File: config.mk
export PLATFORM = sky130hd
export DESIGN_NAME = mem_access_ctrl_flat
export DESIGN_NICKNAME = d
export VERILOG_FILES = /design/src/rtl/mem_access_ctrl_if.sv /design/src/rtl/mem_access_ctrl.sv /design/src/flat_wrapper.sv
export SDC_FILE = /design/constraint.sdc
export NUM_CORES = 1
export LEC_CHECK = 0
export ABC_AREA = 1
export CAP_MARGIN = 0
export CORE_ASPECT_RATIO = 0.75
export CORE_MARGIN = 2
export CORE_UTILIZATION = 40
export DETAILED_ROUTE_END_ITERATION = 10
export PLACE_DENSITY = 0.75
export SLEW_MARGIN = 15
export SYNTH_ARGS = -nofsm -noshare
export SYNTH_HDL_FRONTEND = slang
export SYNTH_SLANG_ARGS = --single-unit
File: constraint.sdc
create_clock -name clk -period 2.1 [get_ports clk]
set_input_delay 0.21 -clock clk [delete_from_list [all_inputs] [get_ports clk]]
set_output_delay 0.21 -clock clk [all_outputs]
set_load 0.01 [all_outputs]
File: src/rtl/mem_access_ctrl_if.sv
// Data-memory bus between the MEM-stage access controller and a variable-latency memory.
// req is held until ack; rdata is valid in the ack cycle.
interface mem_access_ctrl_if #(
  parameter int DATA_WIDTH = 32
);
  logic                    mem_req;
  logic                    mem_we;
  logic [DATA_WIDTH-1:0]   mem_addr;
  logic [DATA_WIDTH-1:0]   mem_wdata;
  logic [DATA_WIDTH/8-1:0] mem_be;
  logic                    mem_ack;
  logic [DATA_WIDTH-1:0]   mem_rdata;

  modport master (
    output mem_req, mem_we, mem_addr, mem_wdata, mem_be,
    input  mem_ack, mem_rdata
  );

  modport slave (
    input  mem_req, mem_we, mem_addr, mem_wdata, mem_be,
    output mem_ack, mem_rdata
  );
endinterface

File: src/rtl/mem_access_ctrl.sv
// MEM-stage data-memory sequencer: byte lanes, load extension, misalign detection,
// req/ack handshake with timeout, and the StallM freeze for the upstream pipeline.
module mem_access_ctrl #(
  parameter int DATA_WIDTH     = 32,
  parameter int TIMEOUT_CYCLES = 255
) (
  input  logic                  clk,
  input  logic                  rst_n,
  input  logic [1:0]            ResultSrcM,
  input  logic                  MemWriteM,
  input  logic [DATA_WIDTH-1:0] ALUResultM,
  input  logic [DATA_WIDTH-1:0] WriteDataM,
  input  logic [2:0]            AddressingControlM,
  mem_access_ctrl_if.master     bus,
  output logic                  StallM,
  output logic [DATA_WIDTH-1:0] ReadDataM,
  output logic                  MisalignM,
  output logic                  BusErrorM
);
  localparam int CW = (TIMEOUT_CYCLES > 1) ? $clog2(TIMEOUT_CYCLES) : 1;

  typedef enum logic [1:0] {IDLE, WAIT, DONE} state_t;

  state_t                  state, state_nxt;
  logic [CW-1:0]           cnt;
  logic                    ld_q;
  logic [2:0]              f3_q;
  logic [1:0]              off_q;

  logic                    is_store, is_load, access, aligned, issue, expired;
  logic [1:0]              off, sz;
  logic [DATA_WIDTH/8-1:0] be_nxt;
  logic [DATA_WIDTH-1:0]   wdata_nxt, rdata_ext;
  logic [7:0]              lbyte;
  logic [15:0]             lhalf;

  // A store wins when both store and load are flagged.
  assign is_store = MemWriteM;
  assign is_load  = !MemWriteM && (ResultSrcM == 2'b01);
  assign access   = is_store || is_load;
  assign off      = ALUResultM[1:0];
  // funct3[1:0]: 00 byte, 01 half, anything else is a word (covers 011/110/111).
  assign sz       = AddressingControlM[1:0];
  assign expired  = (cnt == CW'(TIMEOUT_CYCLES - 1));

  always_comb begin
    aligned = 1'b1;
    case (sz)
      2'b00:   aligned = 1'b1;
      2'b01:   aligned = !off[0];
      default: aligned = (off == 2'b00);
    endcase
  end

  always_comb begin
    be_nxt    = 4'b1111;
    wdata_nxt = WriteDataM;
    if (is_store) begin
      case (sz)
        2'b00: begin
          be_nxt    = 4'b0001 << off;
          wdata_nxt = {4{WriteDataM[7:0]}};
        end
        2'b01: begin
          be_nxt    = 4'b0011 << {off[1], 1'b0};
          wdata_nxt = {2{WriteDataM[15:0]}};
        end
        default: ;
      endcase
    end
  end

  // Extraction uses the captured funct3/offset so it never depends on stalled inputs.
  always_comb begin
    case (off_q)
      2'd0:    lbyte = bus.mem_rdata[7:0];
      2'd1:    lbyte = bus.mem_rdata[15:8];
      2'd2:    lbyte = bus.mem_rdata[23:16];
      default: lbyte = bus.mem_rdata[31:24];
    endcase
    lhalf = off_q[1] ? bus.mem_rdata[31:16] : bus.mem_rdata[15:0];
    case (f3_q[1:0])
      2'b00:   rdata_ext = {{24{~f3_q[2] & lbyte[7]}}, lbyte};
      2'b01:   rdata_ext = {{16{~f3_q[2] & lhalf[15]}}, lhalf};
      default: rdata_ext = bus.mem_rdata;
    endcase
  end

  always_comb begin
    state_nxt = state;
    StallM    = 1'b0;
    issue     = 1'b0;
    case (state)
      IDLE: if (access && aligned) begin
        StallM    = 1'b1;
        issue     = 1'b1;
        state_nxt = WAIT;
      end
      WAIT: begin
        StallM = 1'b1;
        if (bus.mem_ack || expired) state_nxt = DONE;
      end
      DONE:    state_nxt = IDLE;
      default: state_nxt = IDLE;
    endcase
  end

  always_ff @(posedge clk) begin
    if (!rst_n) state <= IDLE;
    else        state <= state_nxt;
  end

  always_ff @(posedge clk) begin
    if (!rst_n) begin
      bus.mem_req   <= 1'b0;
      bus.mem_we    <= 1'b0;
      bus.mem_addr  <= '0;
      bus.mem_wdata <= '0;
      bus.mem_be    <= '0;
      ReadDataM     <= '0;
      MisalignM     <= 1'b0;
      BusErrorM     <= 1'b0;
      cnt           <= '0;
      ld_q          <= 1'b0;
      f3_q          <= '0;
      off_q         <= '0;
    end else begin
      MisalignM <= (state == IDLE) && access && !aligned;
      BusErrorM <= 1'b0;
      case (state)
        IDLE: if (issue) begin
          bus.mem_req   <= 1'b1;
          bus.mem_we    <= is_store;
          bus.mem_addr  <= {ALUResultM[DATA_WIDTH-1:2], 2'b00};
          bus.mem_be    <= be_nxt;
          bus.mem_wdata <= wdata_nxt;
          cnt           <= '0;
          ld_q          <= is_load;
          f3_q          <= AddressingControlM;
          off_q         <= off;
        end
        WAIT: begin
          cnt <= cnt + 1'b1;
          if (bus.mem_ack) begin
            bus.mem_req <= 1'b0;
            bus.mem_we  <= 1'b0;
            if (ld_q) ReadDataM <= rdata_ext;
          end else if (expired) begin
            bus.mem_req <= 1'b0;
            BusErrorM   <= 1'b1;
            if (ld_q) ReadDataM <= '0;
          end
        end
        default: ;
      endcase
    end
  end
endmodule

File: src/flat_wrapper.sv
// flat-port wrapper written by rule: the top's interface ports become plain ports
module mem_access_ctrl_flat 
#(
  parameter int DATA_WIDTH     = 32,
  parameter int TIMEOUT_CYCLES = 255
)
  (clk, rst_n, ResultSrcM, MemWriteM, ALUResultM, WriteDataM, AddressingControlM, StallM, ReadDataM, MisalignM, BusErrorM, bus_mem_req, bus_mem_we, bus_mem_addr, bus_mem_wdata, bus_mem_be, bus_mem_ack, bus_mem_rdata);
  mem_access_ctrl_if #(.DATA_WIDTH(DATA_WIDTH)) bus_i ();
  input  logic clk;
  input  logic rst_n;
  input  logic [1:0] ResultSrcM;
  input  logic MemWriteM;
  input  logic [DATA_WIDTH-1:0] ALUResultM;
  input  logic [DATA_WIDTH-1:0] WriteDataM;
  input  logic [2:0] AddressingControlM;
  output logic StallM;
  output logic [DATA_WIDTH-1:0] ReadDataM;
  output logic MisalignM;
  output logic BusErrorM;
  output wire logic [$bits(bus_i.mem_req)-1:0] bus_mem_req;
  output wire logic [$bits(bus_i.mem_we)-1:0] bus_mem_we;
  output wire logic [$bits(bus_i.mem_addr)-1:0] bus_mem_addr;
  output wire logic [$bits(bus_i.mem_wdata)-1:0] bus_mem_wdata;
  output wire logic [$bits(bus_i.mem_be)-1:0] bus_mem_be;
  input wire logic [$bits(bus_i.mem_ack)-1:0] bus_mem_ack;
  input wire logic [$bits(bus_i.mem_rdata)-1:0] bus_mem_rdata;
  assign bus_mem_req = bus_i.mem_req;
  assign bus_mem_we = bus_i.mem_we;
  assign bus_mem_addr = bus_i.mem_addr;
  assign bus_mem_wdata = bus_i.mem_wdata;
  assign bus_mem_be = bus_i.mem_be;
  assign bus_i.mem_ack = bus_mem_ack;
  assign bus_i.mem_rdata = bus_mem_rdata;
  mem_access_ctrl #(.DATA_WIDTH(DATA_WIDTH), .TIMEOUT_CYCLES(TIMEOUT_CYCLES)) u_core (.clk(clk), .rst_n(rst_n), .ResultSrcM(ResultSrcM), .MemWriteM(MemWriteM), .ALUResultM(ALUResultM), .WriteDataM(WriteDataM), .AddressingControlM(AddressingControlM), .bus(bus_i), .StallM(StallM), .ReadDataM(ReadDataM), .MisalignM(MisalignM), .BusErrorM(BusErrorM));
endmodule
Word level (Yosys, flattened, before mapping)
Cells that the tools add are included.

Register bits after elaboration: 118.

Equal/unequal tests: 12. Add/sub/neg operators: 1. Bitwise logic cells: 5. Reduce and logical (&&, ||, !) cells: 23. Muxes and demuxes: 28. Shift operators: 2.

Operator list (count): 32-bit 2-to-1 mux (5); 32-bit case mux with 2 select lines (2); 8-bit case mux with 3 select lines (1); 16-bit 2-to-1 mux (1); 8-bit case mux with 2 select lines (1); 2-bit by 1-bit equality test with 1-bit output (second input constant) (5); 2-bit logical NOT (5); 3-bit AND reduction (3); 8-bit by 1-bit adder with 8-bit output (second input constant) (1); 8-bit equality test (second input constant) (1); 1-bit 2-to-1 mux (8); 8-bit 2-to-1 mux (1); 1-bit case mux with 2 select lines (4); 4-bit case mux with 2 select lines (1); 2-bit by 1-bit inequality test with 1-bit output (second input constant) (3); 2-bit AND reduction (3); 1-bit logical AND (4); 2-bit 2-to-1 mux (2); 4-bit 2-to-1 mux (1); 2-bit case mux with 2 select lines (1); 2-bit nonzero test (2); 1-bit by 2-bit left shift with 4-bit output (first input constant) (1); 2-bit by 2-bit left shift with 4-bit output (first input constant) (1); 1-bit logical NOT (3); 7 further kinds (11).

Logic depth before layout (Yosys ltp)
Gate-level depths: netlist (run 1).

Depth in word-level cells: 8. Depth in mapped cells: 10. Mapped depth without buffers: 9.

Worst setup path after synthesis (run 1)
Ideal clock, no wire load.

Path type: flip-flop to flip-flop. Start point: register u_core.cnt[0]. End point: register u_core.ReadDataM[25]. Slack: 0.708 ns. Setup time: 0.070 ns. Data required time: 2.030 ns. Buffers on the path: 1. Cell stages (with the launch flop): 9. Clock period less this slack: 1.392 ns. Arrival: 1.322 ns. Cells stage by stage: dfxtp_1 inv_1 ha_1 nand3_1 nand2_1 nand3_2 clkbuf_1 nand2_1 a21oi_1.

Longest elaborated chain between the ends: 3.

Ends and longest elaborated chain: start, declared (RTL line mem_access_ctrl.sv:25) `logic [CW-1:0] cnt;`; start signal, assigned (RTL line mem_access_ctrl.sv:143) `cnt <= cnt + 1'b1;`; 8-bit equality test (RTL line mem_access_ctrl.sv:44) `assign expired = (cnt == CW'(TIMEOUT_CYCLES - 1));`; 2-bit nonzero test (no source line); 3-bit AND reduction (no source line); end signal, assigned (RTL line mem_access_ctrl.sv:147) `if (ld_q) ReadDataM <= rdata_ext;`; end, declared (RTL line mem_access_ctrl.sv:16) `output logic [DATA_WIDTH-1:0] ReadDataM,`.

No other way between the ends. A chain may end at the register's enable or synchronous reset.

Worst setup path in the final report (run 1)
Start point: register u_core.off_q[1]. End point: register u_core.ReadDataM[27].

Longest elaborated chain between the ends: 6. Elaborated cells on any way between the ends: 10. Classes of those cells: 2 x eq/ne; 5 x mux; 2 x bitwise; 1 x reduce/logical.

Ends and longest elaborated chain: start, declared (RTL line mem_access_ctrl.sv:28) `logic [1:0] off_q;`; start signal, assigned (RTL line mem_access_ctrl.sv:126) `off_q <= '0;`; start signal, assigned (RTL line mem_access_ctrl.sv:140) `off_q <= off;`; 2-bit equality test, or another cell as far along (RTL line mem_access_ctrl.sv:75) `case (off_q)`; 8-bit case mux with 3 select lines (RTL line mem_access_ctrl.sv:75); 1-bit bitwise AND (RTL line mem_access_ctrl.sv:83) `2'b00: rdata_ext = {{24{~f3_q[2] & lbyte[7]}}, lbyte};`; 32-bit case mux with 2 select lines * (RTL line mem_access_ctrl.sv:82) `case (f3_q[1:0])`; 32-bit 2-to-1 mux * (RTL line mem_access_ctrl.sv:147); 32-bit 2-to-1 mux * (RTL line mem_access_ctrl.sv:144) `if (bus.mem_ack) begin`.

Mark *: on every way between the ends. The rest lies on a longest branch, timed or not. The select of a mux whose other input is x is not followed.

==> results.cfg, run 1 <==
[status]
outcome = complete, no violations

[critical_path]
slowest_stage = dfxtp_1
start_kind = flop
worstPathMaxFanout = 16
max_stage_delay_ns = 0.55
reg2reg_slack_ns = 0.33
crit_top_cell = nand2_1
cp_cell_sequence = nand2_1, o21a_1, nand3_4, nand3_2, nand2_1, a21oi_1
rr_worst_depth = 6
critPathKind = flop to flop
end_kind = flop
arrival_ns = 2.03
required_ns = 2.37

[min_path]
hold_depth = 3
hp-class = input pin to flop

[synthesis]
yosys_warnings = 0
syn_inst = 776
yosysTopAreaCell = dfxtp_1
synth-seq-cells = 118
ys_dominant_reg_cell = dfxtp_1
synth_cell_types = 34
synth_edf_count = 0
synth.area.top_cells = dfxtp_1, nand2_1, nor2_1
synth_seq_area_share_pct = 44.3
synthDominantCellAreaShare_pct = 44.3
async_flop_share_pct = 0
netlist_area_um2 = 5330
avgSynthCellArea_um2 = 6.87

[routing]
vias_per_cell = 4.95
ant_nets = 0
drt_iter0_markers = 394
detail_route.wl_per_cell_um = 14.6
vias = 5733
routed_wl_um = 16900
post-route-drc-count = 0
dr.pass1.iters = 6

[cts]
cts_buffers = 17
cts_tree = yes
cts-htree-levels = 4
cts.clk_slew.worst_paths_ns = 0.05
cts.sinks = 118
clock_path_buffers = 2
clk_latency_ns = 0.41
cts-root-buf = clkbuf_16

[floorplanning]
rows = 36
start_util_pct = 40.9
die_x_um = 137
core-area_um2 = 13000
ioPinCount = 210
die_h_um = 104
die_area_um2 = 14300

[global_route]
grt_max_degree = 72
overflow = 0
antenna_found_initial = 0
grt_pass1_vias = 5241
grt_use_total_pct = 23.3
grt_pass1_wl_um = 26200

[sta]
fmax_mhz = 565
setup_ws_ns = 0.331
slew_violations = 0
hold_violations = 0
skew_ns = 0.00745
fin_crit_ns = 1.77
max_slew_margin_pct = 62.0
fin_crit_sh_pct = 84.2
worst_pin_slew_ns = 0.569
finalSetupViolations = 0
rsz0062_at_grt = no
fin_tns_setup_ns = 0

[place]
port_buffers = 207
pre_cts_ws_ns = 0.0586
dp_hpwl_um = 12000
gp_congestion = 0.919
post_dp_cell_area_um2 = 7590

[layout]
num_antenna_cells = 0
final_nets = 1086
drive_gt1_share_pct = 6.98
design_area_um2 = 8180
syn2layout_area_growth_pct = 53.5

[power_and_ir_drop]
totalPowerFinal_uw = 6550
irDropWorstVdd_v = 0.000575
power_leakage_uw = 0.00336
power_density_nw_per_um2 = 801

[job]
max_cap_viol_count = 0
cells in the final DEF, fill, tap and decap left out, types with 3 or more instances in the layout:
cell	n
a21oi_1	75
a31oi_1	18
buf_12	3
buf_4	21
clkbuf_16	17
clkbuf_8	5
clkdlybuf4s50_1	206
dfxtp_1	118
inv_1	51
inv_2	3
nand2_1	220
nand3_1	47
nand3_2	3
nor2_1	109
nor2_4	3
o211ai_1	3
o21a_1	3
o21ai_0	52
o21ai_1	3
metal layers:
layer	vias up	GRT usage, %	part of all wire [%]
met1	2577	31.7	46
li1	2906	-	-
met2	230	35.3	44
met5	-	0	0
met4	0	6.92	1.1
met3	20	7.31	9.1
logic make-up after synthesis:
group / share of synthesized area, %
buffers and inverters: 8.53
other: 0.0704
AND/OR/NAND/NOR: 30.0
adder cells (fa/ha/maj): 0.470
flip-flops: 44.3
AO/OA/AOI/OAI: 16.6
final cells by class:
cell class,count,area [um2]
timing repair buffer,231,2290
inverter,54,203
fill,1225,4840
clock inverter,4,70.1
sequential,118,2360
tap,171,214
multi-input combinational,557,2530
clock buffer,24,502
synth_stat cells, types with 3 or more instances:
cell      instances
a21oi_1          75
a31oi_1          18
buf_2            11
buf_4            11
clkbuf_1         23
dfxtp_1         118
inv_1            52
nand2_1         220
nand3_1          48
nor2_1          110
o211ai_1          3
o21a_1            3
o21ai_0          52
o21ai_1           3
state kept, by name, summed over array words and instances, names as in the netlist, 2 cells and up:
name	cells
u_core.ReadDataM	32
u_core.bus.mem_addr	30
u_core.bus.mem_be	4
u_core.off_q	2
u_core.bus.mem_wdata	32
u_core.state	2
u_core.f3_q	3
u_core.cnt	8
metrics by stage:
step,hold slack (ns),instances,util (%)
6_report,0.384,1159,62.8
5_1_grt,0.387,1159,62.8
4_1_cts,0.374,1159,62.7
3_5_place_dp,0.453,1131,58.3
3_3_place_gp,0.448,1131,58.3
2_1_floorplan,0.288,777,-
what timing repair did:
action,in CTS,in global routing
endpoints found under the hold margin,0,0
resized for setup,1,3
setup endpoints to repair,1,1
setup buffers,0,0
hold buffers,0,0
critical path, delay by kind of cell (launching register included):
kind	cells	cell delay [ns]
simple gates	4	0.75
flops	1	0.55
compound gates	2	0.31
power breakdown:
group	switching, uW	internal [uW]
registers	89.4	2390
logic	635	606
clock network	959	1870
path summary, 6_finish.rpt:
path / startpoint / to
hold reg to reg: u_core.bus.mem_wdata[5] / u_core.bus.mem_wdata[5]
setup / recovery: u_core.off_q[1] / u_core.ReadDataM[27]
setup reg to reg: u_core.off_q[1] / u_core.ReadDataM[27]
hold / removal: ALUResultM[16] / u_core.bus.mem_addr[16]
No activity file was read; power rests on OpenSTA's default activity.
==> run 2: changes to the inputs <==
Settings changed: PLACE_DENSITY 0.75 to 0.77.
Clock period 2.1 ns to 1.45 ns, I/O delays scaled along.
==> run 2 against run 1 <==
Against the previous run:
- the flow now finishes with violations (negative setup slack)
- critical path depth did not move
- non-clock buffer count rose by 43
- setup slack got worse by 0.35 ns
- clock skew rose by 0.0025 ns
- core utilization rose by 7.4 points
- global-route usage rose by 1.3 points
- hold slack got worse by 0.061 ns
- final area rose by 12%
==> results.cfg, run 2 (same netlist as run 1, synthesis figures left out) <==
[layout]
design_area_um2 = 9140
multiInputGateArea_um2 = 2790
top_regs = u_core.ReadDataM x32, u_core.bus.mem_wdata x32, u_core.bus.mem_addr x30
final_nets = 1129
num_antenna_cells = 0
fin_cells = 1206
final_common_cell = nand2_1
final_cell_mix = nand2_1, clkdlybuf4s50_1, dfxtp_1
seq_area_um2 = 2370
drive_gt1_share_pct = 17.3
nFillCells = 1049
syn2layout_area_growth_pct = 71.5

[global_route]
antenna_found_initial = 0
grt_max_degree = 33
grt_use_total_pct = 24.6
grt_pass1_wl_um = 27700
grt_pass1_vias = 5530
overflow = 0

[critical_path]
critPathKind = flop to primary output
slowest_stage = dfxtp_2
crit_buf_inv = 2
worstPathMaxFanout = 3
arrival_ns = 1.33
max_stage_delay_ns = 0.34
crit_top_cell = nor2_4
required_ns = 1.31
cp_cell_sequence = nor2_4, nand2_4, nor2_8, nor2_4, inv_2, buf_6
crit_family = simple AND/OR/NAND/NOR gates
start_kind = flop
end_kind = primary output

[cts]
cts-htree-levels = 4
cts.sinks = 118
cts-root-buf = clkbuf_16
clock_path_buffers = 2
cts_hold_repair.buffers = 0
cts.clk_slew.worst_paths_ns = 0.06
clk_latency_ns = 0.41
cts_tree = yes
cts_buffers = 17

[sta]
fin_crit_sh_pct = 101
skew_ns = 0.00999
rsz0062_at_grt = yes
fmax_mhz = 680
setup_ws_ns = -0.0205
finalSetupViolations = 3
fin_crit_ns = 1.47
hold_violations = 0
whs_ns = 0.323
slew_violations = 0

[job]
max_cap_viol_count = 0

[floorplanning]
ioPinCount = 210
die_h_um = 104
rows = 36
die_x_um = 137
die_area_um2 = 14300
start_util_pct = 40.9
core-area_um2 = 13000

[place]
post_dp_cell_area_um2 = 7910
placedCellCount = 1165
gp_congestion = 0.915
dp_hpwl_um = 12700
pre_cts_ws_ns = -0.439
port_buffers = 207

[status]
violations = negative setup slack
outcome = finished with violations

[routing]
dr.pass1.iters = 5
vias_per_cell = 5.06
drt_iter0_markers = 435
vias = 6102
detail_route.wl_per_cell_um = 15.6
post-route-drc-count = 0
ant_nets = 0
routed_wl_um = 18800

[power_and_ir_drop]
totalPowerFinal_uw = 10200
power_leakage_uw = 0.00480
irDropWorstVdd_v = 0.000902
power_density_nw_per_um2 = 1120

[min_path]
hp-class = input pin to flop
## run 2: cell count changes in the layout (fill, tap and decap cells not counted), moves of 11 or more
cell and delta:
buf_4 +25, dlymetal6s2s_1 +54, nand2_4 +11, clkdlybuf4s50_1 -81
a21oi_2 +18, nand2_1 -24, dlygate4sd2_1 +26, a21oi_1 -18
nand2_2 +13
## run 2: path summary, 6_finish.rpt
path	from	end	slack (ns)	cells past startpoint
worst max-delay path	u_core.state[1]	StallM	-0.02	6
worst max register to register	u_core.f3_q[1]	u_core.ReadDataM[0]	-0.01	7
worst min register to register	u_core.bus.mem_wdata[6]	u_core.bus.mem_wdata[6]	0.46	2
worst min-delay path	ALUResultM[31]	u_core.bus.mem_addr[31]	0.32	3
## run 2: worst register-to-register path, delay by kind of cell, from the launching register on
family / cells / cell delay [ns]
AND/OR/NAND/NOR: 4 / 0.46
flip-flops: 1 / 0.37
AO/OA/AOI/OAI: 2 / 0.33
buffers and inverters: 1 / 0.17
## run 2: stage by stage
stage / setup TNS, ns / util (%)
3_3_place_gp: -25.03 / 60.7
6_report: -0.0266 / 70.2
3_5_place_dp: -27.43 / 60.7
2_1_floorplan: 0 / -
5_1_grt: -1.44 / 70.2
4_1_cts: -0.0184 / 65.8
## run 2: report_power, final
| part | total [uW] | switching (uW) | internal (uW) |
|---|---|---|---|
| Sequential | 3580 | 123 | 3460 |
| Clock | 4470 | 1540 | 2940 |
| Combinational | 2180 | 1100 | 1070 |
| Total | 10200 | 2760 | 7470 |
## run 2: per-layer routing
metal | track usage [%] | up-vias | part of all wire, %
li1 | - | 3006 | -
met1 | 33.0 | 2797 | 44
met2 | 37.8 | 263 | 45
met3 | 7.21 | 36 | 9.1
met4 | 7.66 | 0 | 2.1
met5 | 0 | - | 0
## run 2: timing repair
| action | CTS | global route |
|---|---|---|
| setup endpoints to repair | 58 | 160 |
| cloned | 1 | 5 |
| gates resized for setup | 39 | 143 |
| pin swaps | 4 | 17 |
| buffers inserted | 0 | 3 |
## run 2: layout make-up
type,instances,area share (%)
clock buffer,22,5.41
clock inverter,10,1.56
multi-input combinational,557,30.5
tap,171,2.34
inverter,54,2.29
sequential,118,25.9
timing repair buffer,274,32.0
==> run 3: changes to the inputs <==
Settings changed: CTS_CLUSTER_SIZE set to 28.
==> results of run 3 <==
Same layout as run 2: the final DEF is identical, and so are final timing and power.
